[src/rtl/hs_sync_rx_if.sv]
// rtl/hs_sync_rx_if.sv - 4-phase REQ/ACK receive bus: source request/data/ack plus consumer valid/ready
interface hs_sync_rx_if #(
    parameter int BUS_WIDTH = 8
);
    logic                 ASYNC_REQ;
    logic [BUS_WIDTH-1:0] ASYNC_DATA;
    logic                 ASYNC_PAR;
    logic                 ACK;
    logic [BUS_WIDTH-1:0] DOUT;
    logic                 DOUT_VALID;
    logic                 DOUT_READY;
    logic                 PAR_ERR;

    modport master (
        output ASYNC_REQ, ASYNC_DATA, ASYNC_PAR, DOUT_READY,
        input  ACK, DOUT, DOUT_VALID, PAR_ERR
    );

    modport slave (
        input  ASYNC_REQ, ASYNC_DATA, ASYNC_PAR, DOUT_READY,
        output ACK, DOUT, DOUT_VALID, PAR_ERR
    );
endinterface

[src/rtl/hs_sync_rx.sv]
// rtl/hs_sync_rx.sv - 4-phase REQ/ACK CDC receiver with valid/ready output; HS_PARITY_EN adds parity drop
// Capture is gated until req_d holds a genuinely sampled REQ, so a REQ held high through reset is ignored.
module hs_sync_rx #(
    parameter int NUM_STAGES = 2,
    parameter int BUS_WIDTH  = 8
) (
    input  logic        CLK,
    input  logic        RST,
    hs_sync_rx_if.slave bus
);
    typedef enum logic [1:0] {
        IDLE  = 2'd0,
        VALID = 2'd1,
        ACK   = 2'd2
    } state_t;

    state_t                 state, state_n;
    logic [NUM_STAGES-1:0]  sync;
    logic [NUM_STAGES:0]    primed;
    logic                   req_s, req_d, req_rise;
    logic                   ack_q, ack_n;
    logic                   valid_q, valid_n;
    logic [BUS_WIDTH-1:0]   dout_q, dout_n;

    assign req_s    = sync[NUM_STAGES-1];
    // primed[NUM_STAGES] marks that req_d came from a real post-reset sample
    assign req_rise = req_s & ~req_d & primed[NUM_STAGES];

`ifdef HS_PARITY_EN
    logic par_err_q, par_err_n;
    logic par_bad;
    assign par_bad     = ^bus.ASYNC_DATA ^ bus.ASYNC_PAR;
    assign bus.PAR_ERR = par_err_q;
`else
    assign bus.PAR_ERR = 1'b0;
`endif

    always_ff @(posedge CLK or negedge RST) begin
        if (!RST) begin
            sync    <= '0;
            primed  <= '0;
            req_d   <= 1'b0;
            state   <= IDLE;
            ack_q   <= 1'b0;
            valid_q <= 1'b0;
            dout_q  <= '0;
`ifdef HS_PARITY_EN
            par_err_q <= 1'b0;
`endif
        end else begin
            sync    <= {sync[NUM_STAGES-2:0], bus.ASYNC_REQ};
            primed  <= {primed[NUM_STAGES-1:0], 1'b1};
            req_d   <= req_s;
            state   <= state_n;
            ack_q   <= ack_n;
            valid_q <= valid_n;
            dout_q  <= dout_n;
`ifdef HS_PARITY_EN
            par_err_q <= par_err_n;
`endif
        end
    end

    always_comb begin
        state_n = state;
        ack_n   = ack_q;
        valid_n = valid_q;
        dout_n  = dout_q;
`ifdef HS_PARITY_EN
        par_err_n = 1'b0;
`endif
        case (state)
            IDLE: begin
                if (req_rise) begin
`ifdef HS_PARITY_EN
                    if (par_bad) begin
                        par_err_n = 1'b1;
                        ack_n     = 1'b1;
                        state_n   = ACK;
                    end else
`endif
                    begin
                        dout_n  = bus.ASYNC_DATA;
                        valid_n = 1'b1;
                        state_n = VALID;
                    end
                end
            end
            VALID: begin
                if (bus.DOUT_READY) begin
                    valid_n = 1'b0;
                    ack_n   = 1'b1;
                    state_n = ACK;
                end
            end
            ACK: begin
                if (!req_s) begin
                    ack_n   = 1'b0;
                    state_n = IDLE;
                end
            end
            default: state_n = IDLE;
        endcase
    end

    assign bus.ACK        = ack_q;
    assign bus.DOUT_VALID = valid_q;
    assign bus.DOUT       = dout_q;
endmodule

[src/flat_wrapper.sv]
// flat-port wrapper written by rule: the top's interface ports become plain ports
module hs_sync_rx_flat 
#(
    parameter int NUM_STAGES = 2,
    parameter int BUS_WIDTH  = 8
)
  (CLK, RST, bus_ASYNC_REQ, bus_ASYNC_DATA, bus_ASYNC_PAR, bus_DOUT_READY, bus_ACK, bus_DOUT, bus_DOUT_VALID, bus_PAR_ERR);
  hs_sync_rx_if #(.BUS_WIDTH(BUS_WIDTH)) bus_i ();
  input  logic CLK;
  input  logic RST;
  input wire logic [$bits(bus_i.ASYNC_REQ)-1:0] bus_ASYNC_REQ;
  input wire logic [$bits(bus_i.ASYNC_DATA)-1:0] bus_ASYNC_DATA;
  input wire logic [$bits(bus_i.ASYNC_PAR)-1:0] bus_ASYNC_PAR;
  input wire logic [$bits(bus_i.DOUT_READY)-1:0] bus_DOUT_READY;
  output wire logic [$bits(bus_i.ACK)-1:0] bus_ACK;
  output wire logic [$bits(bus_i.DOUT)-1:0] bus_DOUT;
  output wire logic [$bits(bus_i.DOUT_VALID)-1:0] bus_DOUT_VALID;
  output wire logic [$bits(bus_i.PAR_ERR)-1:0] bus_PAR_ERR;
  assign bus_i.ASYNC_REQ = bus_ASYNC_REQ;
  assign bus_i.ASYNC_DATA = bus_ASYNC_DATA;
  assign bus_i.ASYNC_PAR = bus_ASYNC_PAR;
  assign bus_i.DOUT_READY = bus_DOUT_READY;
  assign bus_ACK = bus_i.ACK;
  assign bus_DOUT = bus_i.DOUT;
  assign bus_DOUT_VALID = bus_i.DOUT_VALID;
  assign bus_PAR_ERR = bus_i.PAR_ERR;
  hs_sync_rx #(.NUM_STAGES(NUM_STAGES), .BUS_WIDTH(BUS_WIDTH)) u_core (.CLK(CLK), .RST(RST), .bus(bus_i));
endmodule
[config.mk]
export PLATFORM = sky130hd
export DESIGN_NAME = hs_sync_rx_flat
export DESIGN_NICKNAME = d
export VERILOG_FILES = /design/src/rtl/hs_sync_rx_if.sv /design/src/rtl/hs_sync_rx.sv /design/src/flat_wrapper.sv
export SDC_FILE = /design/constraint.sdc
export NUM_CORES = 1
export LEC_CHECK = 0
export ABC_AREA = 1
export BUFFER_PORTS_ARGS = -buffer_cell sky130_fd_sc_hd__buf_2
export CAP_MARGIN = 5
export CORE_UTILIZATION = 40
export CTS_CLUSTER_DIAMETER = 30
export DETAILED_ROUTE_END_ITERATION = 7
export GPL_ROUTABILITY_DRIVEN = 0
export GPL_TIMING_DRIVEN = 0
export PLACE_DENSITY = 0.66
export SYNTH_ARGS = -nofsm -noshare
export SYNTH_HDL_FRONTEND = slang
export SYNTH_SLANG_ARGS = --single-unit
[constraint.sdc]
create_clock -name CLK -period 1.3 [get_ports CLK]
set_input_delay 0.13 -clock CLK [delete_from_list [all_inputs] [get_ports CLK]]
set_output_delay 0.13 -clock CLK [all_outputs]
set_load 0.05 [all_outputs]
==> summary.md <==
| Metric | Value |
|---|---|
| ANT nets after route | 0 |
| Clk sinks | 18 |
| Synth top area cells | dfrtp_1 68%, nand2_1 14%, nand3_1 6.8% |
| Sequential area share after synthesis | about two thirds |
| Crit. End Element | flip-flop |
| Part of the power in combinational logic | between 30% and 40% |
| Clock skew | approximately 6.3 ps |
| Clock Latency Late Sink | 290 ps |
| Drt first pass iters | 3 |
| Synth top area share | between 60% and 70% |
| Main synth FF type | dfrtp_1 |
| Vias in the first global route | between 400 and 500 |
| WHS Endpoint | u_core.bus.DOUT[5] |
| Nets | between 100 and 150 |
| Yosys top cell by area | dfrtp_1 |
| Min-delay src | bus_ASYNC_DATA[5] |
| Hold Path Depth | 3 |
| Post-synth EDFFs | 0 |
| Critical path arrival | between 1000 and 1500 ps |
| Min Tclk post-route | 1050 ps |
| CP dominant cell by count | nand2_1 |
| Worst path top cell family by delay | simple AND/OR/NAND/NOR gates |
| Sequential cell fraction of total power | around 46% |
| Largest net degree at the start of global routing | 19 |
| Worst path required time | 1490 ps |
| Port Buffers | 21 |
| Tot GR Track Use | between 10% and 20% |
| Ant diodes | 0 |
| Seq cells post-synth | 18 |
| Vias per Instance | about 4.6 |
| R2R Path Start | u_core.state[1] |
| Status | finished, final reports clean |
| MaxCap Viol Count | 0 |
| Hold Fails Final Rpt | 0 |
| DIE AREA | ~1800 sq um |
| Leak | about 0.47 nW |
| Maximum vdd drop | 0.813 mV |
| R2R depth | 4 |
| Area added between synthesis and finish | 25.2% |
| Maximum clock rate | roughly 0.95 GHz |
| P_int | ~0.90 mW |
| Post-CTS Setup Bufs | 0 |
| Sum Neg Setup Slack | 0 ps |
| Switch share | between 40% and 50% |
| Worst r2r dst | u_core.bus.DOUT[4] |
| CTS Buffer Depth | 2 |
| Remaining global-route overflow | 0 |
| Yosys warns | 0 |
| Mean Syn Cell Area | approximately 11 sq um |
| Die Ht | around 43 um |
| CP max stage delay | ~440 ps |
| First-pass GRT wire length | between 1.5 and 2 mm |
| DP Wirelength | about 740 um |
| Synthesized netlist cell count | 62 |
| Worst Hold Class | in2reg |
| CTS tree | built |
| Vias post-DR | approximately 480 |
| Worst-path fanout max | 10 |
| Pwr dens | 1890 nW/um^2 |
| R2R Setup Slk | ~250 ps |
| Multi-input logic area | around 200 sq um |
| Die width | ~43 um |
| Routed WL per cell | 9.95 um |
| Fraction of layout cells with a size suffix above 1 | 33.0% |
| WL final | slightly above 1 mm |
| # DRC | 0 |
| Initial Util | approximately 44% |
| Max Slew Vio Count | 0 |
| Reg clk slew, reported paths | 100 ps |
| H-tree levels | 1 |
| Netlist Area Pre-Place | 666 sq um |
| Psw | between 0.6 and 0.7 mW |
| Num rows | 14 |
| Setup-failing EPs final | 0 |
| FF/Latch Area | roughly 450 sq um |
| Synth unique cells | 12 |
| Placeable Area | around 1500 sq um |
| Layout fillers | about 150 |
| Root Buffer | clkbuf_4 |
| Clock power share | between 10% and 20% |
| Cts bufs inserted | 3 |
| Ys async rst share | 100% |
| Initial antenna violation count | 0 |
| Final period utilization | 80.9% |
| I/O Pins | 24 |
| CP Buf/Inv Count | 0 |
| CP startpoint kind | flip-flop |
| Top cells by count, synth | 24 x nand2_1, 18 x dfrtp_1, 9 x nand3_1, 2 x conb_1, 2 x inv_1 |
| RSZ-0062 raised after global routing | false |
| Syn Nets | 75 |
| Most frequent cell after synthesis | nand2_1 |
| Tot Pwr | approximately 1.6 mW |
| DRT iter0 DRCs | 13 |
| Hold-fix buffers, CTS | 2 |
| Crit Path Class | reg2reg |
| CP Cell Sequence | nor2_4 > nand2_4 > nand2_1 > nand2_1 |
| Post_cts resized | 0 |
| Slowest library cell on the worst path | dfrtp_1 |
==> through the flow <==
step / area [sq um] / hold WS [ps] / std cells / utilization, % / setup slack [ps]
after floorplan: 666 / -166 / 62 / - / 379
after global placement: 791 / 77.1 / 99 / 51.9 / 262
after detailed placement: 791 / 82.0 / 99 / 51.9 / 246
after CTS: 833 / 56.3 / 104 / 54.7 / 233
after global routing: 833 / 72.6 / 104 / 54.7 / 151
final: 833 / 61.7 / 104 / 54.7 / 248
==> registers in the layout, summed over array words and instances, names as in the netlist <==
| name | count |
|---|---|
| u_core.bus.ACK | 1 |
| u_core.bus.DOUT | 8 |
| u_core.bus.DOUT_VALID | 1 |
| u_core.primed | 3 |
| u_core.req_d | 1 |
| u_core.state | 2 |
| u_core.sync | 2 |
==> layer usage <==
metal / track usage [%] / part of all wire, %
met2: 20.6 / 45
met4: 11.3 / 3.6
met1: 17.3 / 48
met3: 2.55 / 3.9
met5: 0 / 0
==> area by class of cell <==
class,count,share of cell area [%]
buffer,1,0.901
clock buffer,3,2.70
inverter,2,0.901
multi-input combinational,41,24.0
sequential,18,54.1
tap,16,2.40
timing repair buffer,23,15.0
==> layout by cell type (no fill, tap or decap) <==
cell           synthesis  routed
nor2_4                 1       1
dfrtp_1               18      18
buf_2                  0      21
nor2_1                 1       1
nand3_1                9       9
o21ai_0                1       1
clkbuf_4               0       3
buf_4                  1       1
nand2_4                1       1
nor2_8                 1       1
nand2_1               24      24
inv_1                  2       2
nand2_2                1       1
dlygate4sd3_1          0       2
conb_1                 2       2
==> worst max path at each step <==
stage,startpoint,slack [ps],cells past startpoint,endpoint
2_1_floorplan,u_core.state[1],380,4,u_core.bus.DOUT[0]
3_3_place_gp,u_core.state[1],260,4,u_core.bus.DOUT[7]
3_5_place_dp,u_core.state[1],250,4,u_core.bus.DOUT[3]
4_1_cts,u_core.state[1],230,4,u_core.bus.DOUT[3]
5_1_grt,u_core.state[1],150,4,u_core.bus.DOUT[0]
6_report,u_core.state[1],250,4,u_core.bus.DOUT[4]
==> logic make-up after synthesis <==
logic type	Yosys count	share of synthesized area, %
flops	18	67.7
compound gates	1	0.751
simple gates	38	28.2
buf+inv	3	2.26
other cells	2	1.13
==> power groups by stage <==
stage	clock network (mW)	registers [mW]	logic [mW]
5_1_grt	0.284	0.738	0.630
4_1_cts	0.279	0.722	0.594
3_3_place_gp	0	0.730	0.585
6_report	0.265	0.721	0.588
3_5_place_dp	0	0.732	0.590
2_1_floorplan	0	1.06	0.116
==> worst register-to-register path, stage by stage, from the launching register on <==
cell and delay, ps:
dfrtp_1 440, nor2_4 250, nand2_4 140, nand2_1 90, nand2_1 40
No activity file was read; power rests on OpenSTA's default activity.
